File: src/rtl/board_commit_ctrl_pkg.sv
// Shared types and constants for the board commit controller.
// Board geometry, FSM states and the tile-position/nibble mapping.
package board_commit_ctrl_pkg;

    localparam int BOARD_W      = 64;
    localparam int TILE_W       = 4;
    localparam int N_TILES      = 16;
    localparam int V_ACTIVE_DEF = 480;

    typedef enum logic [1:0] {
        IDLE,
        WAIT,
        COMMIT
    } state_t;

    // Tile position p (1 = top-left .. 16) lives in nibble 16-p.
    function automatic logic [3:0] pos_to_nibble(input logic [4:0] pos);
        pos_to_nibble = 4'(5'd16 - pos);
    endfunction

endpackage

File: src/rtl/board_commit_ctrl_diff.sv
// Per-nibble inequality mask between two boards (combinational).
// Ports: i_a, i_b boards in; o_diff bit i set when nibble i differs.
module board_diff
    import board_commit_ctrl_pkg::*;
(
    input  logic [BOARD_W-1:0] i_a,
    input  logic [BOARD_W-1:0] i_b,
    output logic [N_TILES-1:0] o_diff
);

    always_comb begin
        o_diff = '0;
        for (int i = 0; i < N_TILES; i++) begin
            o_diff[i] = (i_a[i*TILE_W +: TILE_W] != i_b[i*TILE_W +: TILE_W]);
        end
    end

endmodule

File: src/rtl/board_commit_ctrl.sv
// Buffers one board from game logic and commits it to the display copy
// only during vertical blanking, at most once per frame, with a held
// changed-tile mask for highlighting.
// Ports: clk, rst (async high); v_cnt line counter; upd_valid/new_board/
// upd_ready handshake; disp_board, changed_mask, hl_active, commit_pulse,
// frame_tick outputs.
module board_commit_ctrl
    import board_commit_ctrl_pkg::*;
#(
    parameter int V_ACTIVE    = V_ACTIVE_DEF,
    parameter int HOLD_FRAMES = 8
) (
    input  logic               clk,
    input  logic               rst,
    input  logic [10:0]        v_cnt,
    input  logic               upd_valid,
    input  logic [BOARD_W-1:0] new_board,
    output logic               upd_ready,
    output logic [BOARD_W-1:0] disp_board,
    output logic [N_TILES-1:0] changed_mask,
    output logic               hl_active,
    output logic               commit_pulse,
    output logic               frame_tick
);

    localparam int            HW        = $clog2(HOLD_FRAMES + 1);
    localparam logic [HW-1:0] HOLD_INIT = HW'(HOLD_FRAMES);
    localparam logic [HW-1:0] HOLD_ONE  = HW'(1);
    localparam logic [10:0]   V_ACT     = 11'(V_ACTIVE);

    state_t             r_state;
    state_t             w_state_nxt;
    logic               r_vb_q;
    logic               r_vb_qq;
    logic               r_done;
    logic [BOARD_W-1:0] r_pending;
    logic [BOARD_W-1:0] r_disp;
    logic [N_TILES-1:0] r_mask;
    logic [HW-1:0]      r_hold;

    logic               w_vblank;
    logic               w_tick;
    logic               w_cond;
    logic               w_capture;
    logic               w_commit;
    logic [N_TILES-1:0] w_diff;

    assign w_vblank = (v_cnt >= V_ACT);
    assign w_tick   = r_vb_q & ~r_vb_qq;
    // The frame_tick term re-opens the commit window even while done is
    // still set from the previous frame's commit.
    assign w_cond   = r_vb_q & (~r_done | w_tick);

    board_diff u_diff (
        .i_a    (r_pending),
        .i_b    (r_disp),
        .o_diff (w_diff)
    );

    always_comb begin
        w_state_nxt  = r_state;
        upd_ready    = 1'b0;
        commit_pulse = 1'b0;
        w_capture    = 1'b0;
        w_commit     = 1'b0;
        unique case (r_state)
            IDLE: begin
                upd_ready = 1'b1;
                if (upd_valid) begin
                    w_capture   = 1'b1;
                    w_state_nxt = WAIT;
                end
            end
            WAIT: begin
                if (w_cond) begin
                    w_commit    = 1'b1;
                    w_state_nxt = COMMIT;
                end
            end
            COMMIT: begin
                commit_pulse = 1'b1;
                w_state_nxt  = IDLE;
            end
            default: w_state_nxt = IDLE;
        endcase
    end

    always_ff @(posedge clk or posedge rst) begin
        if (rst) begin
            r_state <= IDLE;
            r_vb_q  <= 1'b0;
            r_vb_qq <= 1'b0;
            r_done  <= 1'b0;
        end else begin
            r_state <= w_state_nxt;
            r_vb_q  <= w_vblank;
            r_vb_qq <= r_vb_q;
            if (w_commit) begin
                r_done <= 1'b1;
            end else if (w_tick) begin
                r_done <= 1'b0;
            end
        end
    end

    always_ff @(posedge clk or posedge rst) begin
        if (rst) begin
            r_pending <= '0;
        end else if (w_capture) begin
            r_pending <= new_board;
        end
    end

    // A commit reloads the hold counter and replaces the mask outright;
    // otherwise the counter ages once per frame and wipes the mask at 0.
    always_ff @(posedge clk or posedge rst) begin
        if (rst) begin
            r_disp <= '0;
            r_mask <= '0;
            r_hold <= '0;
        end else if (w_commit) begin
            r_disp <= r_pending;
            r_mask <= w_diff;
            r_hold <= HOLD_INIT;
        end else if (w_tick && r_hold != '0) begin
            r_hold <= r_hold - HOLD_ONE;
            if (r_hold == HOLD_ONE) begin
                r_mask <= '0;
            end
        end
    end

    assign disp_board   = r_disp;
    assign changed_mask = r_mask;
    assign hl_active    = (r_hold != '0);
    assign frame_tick   = w_tick;

endmodule

File: config.mk
export PLATFORM = sky130hd
export DESIGN_NAME = board_commit_ctrl
export DESIGN_NICKNAME = d
export VERILOG_FILES = /design/src/rtl/board_commit_ctrl_pkg.sv /design/src/rtl/board_commit_ctrl_diff.sv /design/src/rtl/board_commit_ctrl.sv
export SDC_FILE = /design/constraint.sdc
export NUM_CORES = 1
export LEC_CHECK = 0
export ABC_CLOCK_PERIOD_IN_PS = 4700
export BUFFER_PORTS_ARGS = -buffer_cell sky130_fd_sc_hd__buf_2
export CORE_ASPECT_RATIO = 0.5
export CORE_MARGIN = 2
export CORE_UTILIZATION = 49
export DETAILED_ROUTE_END_ITERATION = 10
export PLACE_DENSITY = 0.77
export REMOVE_ABC_BUFFERS = 1
export SLEW_MARGIN = 30
export SYNTH_ARGS = -nofsm -noshare
export SYNTH_HDL_FRONTEND = slang
export SYNTH_SLANG_ARGS = --single-unit
File: constraint.sdc
create_clock -name clk -period 4.7 [get_ports clk]
set_clock_uncertainty 0.2 [all_clocks]
set_input_delay 0.47 -clock clk [delete_from_list [all_inputs] [get_ports clk]]
set_output_delay 0.47 -clock clk [all_outputs]
set_load 0.01 [all_outputs]
After elaboration in Yosys (flattened, before gate mapping) --
Cells that the tools add are included.
Cells by class: magnitude comparators 1, add/subtract/negate cells 1, divide/modulo/power cells 0, eq/ne operators 21, multipliers 0, shifts and indexed selects 0, reductions and logical operators 8, muxes and demuxes 16, bitwise logic cells 5
Operator list (number):
- 4-bit != test | 16
- 16-bit two-way mux | 3
- 11-bit by 9-bit greater-or-equal comparator with 1-bit output (second input constant) | 1
- 1-bit two-way mux | 8
- 4-bit two-way mux | 2
- 2-bit nonzero test | 3
- 4-bit by 1-bit equality test with 1-bit output (second input constant) | 1
- 2-bit two-way mux | 2
- 2-bit != test (second input constant) | 2
- 2-bit one-hot mux with 2 select lines | 1
- 2-bit AND reduction | 2
- 4-bit nonzero test | 1
- 4-bit by 1-bit subtractor with 4-bit output (second input constant) | 1
- 1-bit AND | 2
- 2-bit by 1-bit equality test with 1-bit output (second input constant) | 1
- 2-bit equality test (second input constant) | 1
- 2-bit zero test | 1
- 1-bit inverter | 2
- 1-bit logical AND | 1
- 1-bit bitwise OR | 1
Storage, ports and cells: bits in read-only memories 0, input bits 78, latch bits 0, logic and storage cells 60, register bits after elaboration 153, output and inout port bits 84, memory bits (writable) 0, memories 0

Logic depth before layout (Yosys ltp) --
depth in word-level cells 8, depth in mapped cells 7, gate-level depth less buffers 5

By module --
From an unflattened synthesis, not the netlist that was laid out.
Second synthesis, totals: cell total of the unflattened synthesis 471, area, all modules 6869.1 sq um
By module, submodules not included:
- board_commit_ctrl | times used 1, cells each 391, area an instance 6208.5 sq um, sequential area each 3828.7 sq um
- board_diff | times used 1, cells each 80, area an instance 660.6 sq um, sequential area each 0.0 sq um

Worst setup path after synthesis --
OpenSTA, ideal clock, no wires.
path type reg2reg, from register r_hold[0], to register r_mask[0], in the netlist changed_mask[0], data arrival time 1.552 ns, cell stages (with the launch flop) 7, setup time 0.135 ns, data required time 4.365 ns, setup slack 2.813 ns, path buffers 1, clock period less this slack 1.887 ns, path through dfrtp_1 -> inv_1 -> ha_1 -> or4b_1 -> clkbuf_1 -> o21ai_0 -> a32oi_1
Between the ends: longest elaborated chain between the ends 4, elaborated cells on any way between the ends 6, classes of those cells eq/ne (1); reduce/logical (5)
RTL lines:
- start, declared | RTL line board_commit_ctrl.sv:39 | logic [HW-1:0] r_hold;
- start signal, assigned | RTL line board_commit_ctrl.sv:126 | r_hold <= r_hold - HOLD_ONE;
- 4-bit nonzero test | RTL line board_commit_ctrl.sv:125 | end else if (w_tick && r_hold != '0) begin
- 1-bit logical AND | RTL line board_commit_ctrl.sv:125
- 2-bit nonzero test (no line)
- 2-bit AND reduction (no line) *
- end signal, assigned | RTL line board_commit_ctrl.sv:123 | r_mask <= w_diff;
- end, declared | RTL line board_commit_ctrl.sv:38 | logic [N_TILES-1:0] r_mask;
Every way passes the cells marked *; elsewhere a longest branch is shown, timed or not. A chain may end at the register's enable or synchronous reset.

Final worst setup path --
from register r_hold[0], to output hl_active
Between the ends: longest elaborated chain between the ends 1
RTL lines:
- 4-bit nonzero test | RTL line board_commit_ctrl.sv:135 | assign hl_active = (r_hold != '0);
- end, declared | RTL line board_commit_ctrl.sv:21 | output logic hl_active,
Every way passes these cells.

==> metrics.yaml <==
die:
  start_util: 0.502
  ioPinCount: 162
  die-area_um2: 14900
  die_w_um: 171
  core_area_um2: 13600
  num_rows: 30
  die_h_um: 87.4
critical_path:
  endpoint_kind: "output pin"
  r2r_start: "r_state[1]"
  worstSetupEndpoint: "hl_active"
  cp.arrival_ns: 1.85
  max_stage_delay_ns: 0.53
  r2r_slack_ns: 2.27
  crit_type: "reg2out"
  r2r_end: "disp_board[1]"
  rr_worst_depth: 5
  crit_fanout: 6
  path_common_cell: "inv_1"
  crit_path_cell_trace: "inv_1, ha_1, nor3b_1, inv_1, buf_2"
  startpoint: "r_hold[0]"
  startpoint_type: "register"
  cp_slowest_cell: "nor3b_1"
  crit_required_ns: 4.03
grt:
  grt_pass1_wl_um: 22800
  track_usage: 0.202
  grt_antenna_before_repair: 0
  grt_max_degree: 84
  grt-ovfl-total: 0
  grt_pass1_vias: 4338
place:
  hpwlAfterDp_um: 9240
  postPlaceCellArea_um2: 7670
  gp_congestion: 0.719
  place_ws_ns: 2.25
  portBuffers: 156
synthesis:
  netlist_instances: 456
  ys_async_sr_fraction: 1.00
  syn-cell-area_um2: 6820
  synth_edf_count: 0
  synth_largest_area_cell: "dfrtp_1"
  synth_top_area_frac: 0.561
  synthDistinctLibCells: 34
  synthTopCellsByArea: "dfrtp_1 (56%), mux2_2 (12%), mux2_4 (11%)"
  syn_avg_cell_area_um2: 15.0
  yosysWarningCount: 0
  yosysSeqAreaShare: 0.561
  ys.flop_type: "dfrtp_1"
  synth_seq_cells: 153
sta:
  slew_violations: 0
  worst_slack_ns: 2.18
  rsz0062_at_grt: "false"
  hold_violations: 0
  fmax_ghz: 0.397
  period_needed_ns: 2.52
  timing.slew.headroom: 0.439
  layout_worst_path_cycle_share: 0.537
  worst_slew_pin_slew_ns: 0.841
  setup_tns_ns: 0
  setup_viol: 0
clocking:
  clock-sinks: 153
  postCtsHoldBufs: 0
  clk_pin_slew_ns: 0.06
  cts_setup_buffers: 0
  cts_tree: "yes"
  clockRootBuffer: "clkbuf_16"
  cts_buffer_depth: 2
  cts_made_buffers: 17
  cts-resized-gates: 0
  htree_levels: 4
  clock_latency_ns: 0.40
route:
  final_antenna_net_count: 0
  drt-initial-drc-count: 205
  firstDrtPassIters: 4
  num_vias: 4168
  wl_per_cell_um: 17.8
  viasPerCell: 5.08
  drc: 0
  wl_um: 14600
power_and_ir_drop:
  ir_drop_mv: 0.321
  p_switching_w: 0.00225
  intPower_w: 0.00417
  seq_power_share: 0.397
  p_sw_frac: 0.350
  pwr-share-comb: 0.398
  leakagePower_nw: 3.72
  pwr-share-clk: 0.205
  cellPowerDensity_nw_per_um2: 777
status:
  outcome: "complete, no violations"
flow_run:
  maxCapViolCount: 0
cells_and_area:
  drive_gt1_frac: 0.513
  diodes: 0
  final_nets: 696
  area_delta_synth_final_pct: 21.2
  design_area_um2: 8260
min_path:
  hold_path_class: "in2async"
[cells by family (layout without fill, tap and decap cells)]
family | Yosys count | after routing | synth area share
adder cells (fa/ha/maj) | 3 | 3 | 0.00551
XOR/XNOR | 64 | 64 | 0.0822
buffers and inverters | 31 | 203 | 0.0383
AND/OR/NAND/NOR | 35 | 35 | 0.0310
multiplexers | 129 | 129 | 0.241
AO/OA/AOI/OAI | 41 | 41 | 0.0405
flip-flops | 153 | 153 | 0.561
[cell usage after synthesis, drive strengths merged (2+ instances only)]
cell,n
dfrtp,153
mux2,128
xnor2,32
xor2,32
o21ai,20
buf,18
nor4,17
a32oi,16
inv,8
clkbuf,5
a21oi,3
ha,3
nand2,3
nor2,3
or2,2
or3,2
[placed cells by master (no fill, tap or decap), drive strengths merged]
cell / netlist / layout
buf: 18 / 163
dfrtp: 153 / 153
mux2: 128 / 128
xnor2: 32 / 32
xor2: 32 / 32
o21ai: 20 / 20
nor4: 17 / 17
clkbuf: 5 / 17
a32oi: 16 / 16
inv: 8 / 14
clkinvlp: 0 / 4
clkinv: 0 / 4
nor2: 3 / 3
a21oi: 3 / 3
nand2: 3 / 3
ha: 3 / 3
or3: 2 / 2
or2: 2 / 2
and2: 1 / 1
a21bo: 1 / 1
mux2i: 1 / 1
or2b: 1 / 1
nor3b: 1 / 1
nand2b: 1 / 1
or4: 1 / 1
or4b: 1 / 1
nand4: 1 / 1
nor2b: 1 / 1
o41a: 1 / 1
bufinv: 0 / 1
[flip-flops by register name, summed over array words and instances, names as in the netlist]
| signal | cells |
|---|---|
| r_done | 1 |
| r_vb_qq | 1 |
| r_state | 2 |
| r_pending | 64 |
| r_vb_q | 1 |
| disp_board | 64 |
| changed_mask | 16 |
| r_hold | 4 |
[layout make-up]
| cell class | count | area, um2 |
|---|---|---|
| Clock inverter | 15 | 143 |
| Tap cell | 192 | 240 |
| Timing Repair Buffer | 163 | 846 |
| Clock buffer | 17 | 425 |
| Multi-Input combinational cell | 272 | 2730 |
| Fill cell | 1095 | 5330 |
| Inverter | 8 | 47.5 |
| Sequential cell | 153 | 3830 |
[power by group through the flow]
| stage | sequential, W | combinational [W] | clock [W] |
|---|---|---|---|
| 6_report | 0.00255 | 0.00255 | 0.00132 |
| 5_1_grt | 0.00265 | 0.00277 | 0.00141 |
| 4_1_cts | 0.00255 | 0.00258 | 0.00134 |
| 3_5_place_dp | 0.00257 | 0.00257 | 0 |
| 3_3_place_gp | 0.00252 | 0.00249 | 0 |
| 2_1_floorplan | 0.00263 | 0.00167 | 0 |
[critical path: cells and delay by family (launching register included)]
family	cells	cell delay (ns)
simple gates	1	0.53
flops	1	0.41
fa+ha+maj	1	0.18
buf+inv	3	0.33
[worst min-delay path by stage]
stage,endpoint,slack [ns],cells past startpoint
after floorplan,r_vb_qq,0.16,0
after global placement,r_vb_qq,0.17,0
after detailed placement,r_vb_qq,0.18,0
after CTS,changed_mask[8],0.03,2
after global routing,r_pending[22],0.06,2
final,disp_board[26],0.01,2
[metal layers]
| layer | track usage | vias up | routed length, um |
|---|---|---|---|
| li1 | - | 1955 | - |
| met1 | 0.270 | 2130 | 6900 |
| met2 | 0.346 | 71 | 7140 |
| met3 | 0.0368 | 12 | 461 |
| met4 | 0.0524 | 0 | 109 |
| met5 | 0 | - | 0 |
[per-stage QoR]
stage,power [W],hold WS [ns],util,instances
after floorplan,0.00431,0.161,-,433
after global placement,0.00502,0.170,0.565,787
after detailed placement,0.00514,0.178,0.565,787
after CTS,0.00648,0.0327,0.607,819
after global routing,0.00683,0.0596,0.608,820
final,0.00642,0.0107,0.608,820
(Power assumes the default switching activity.)
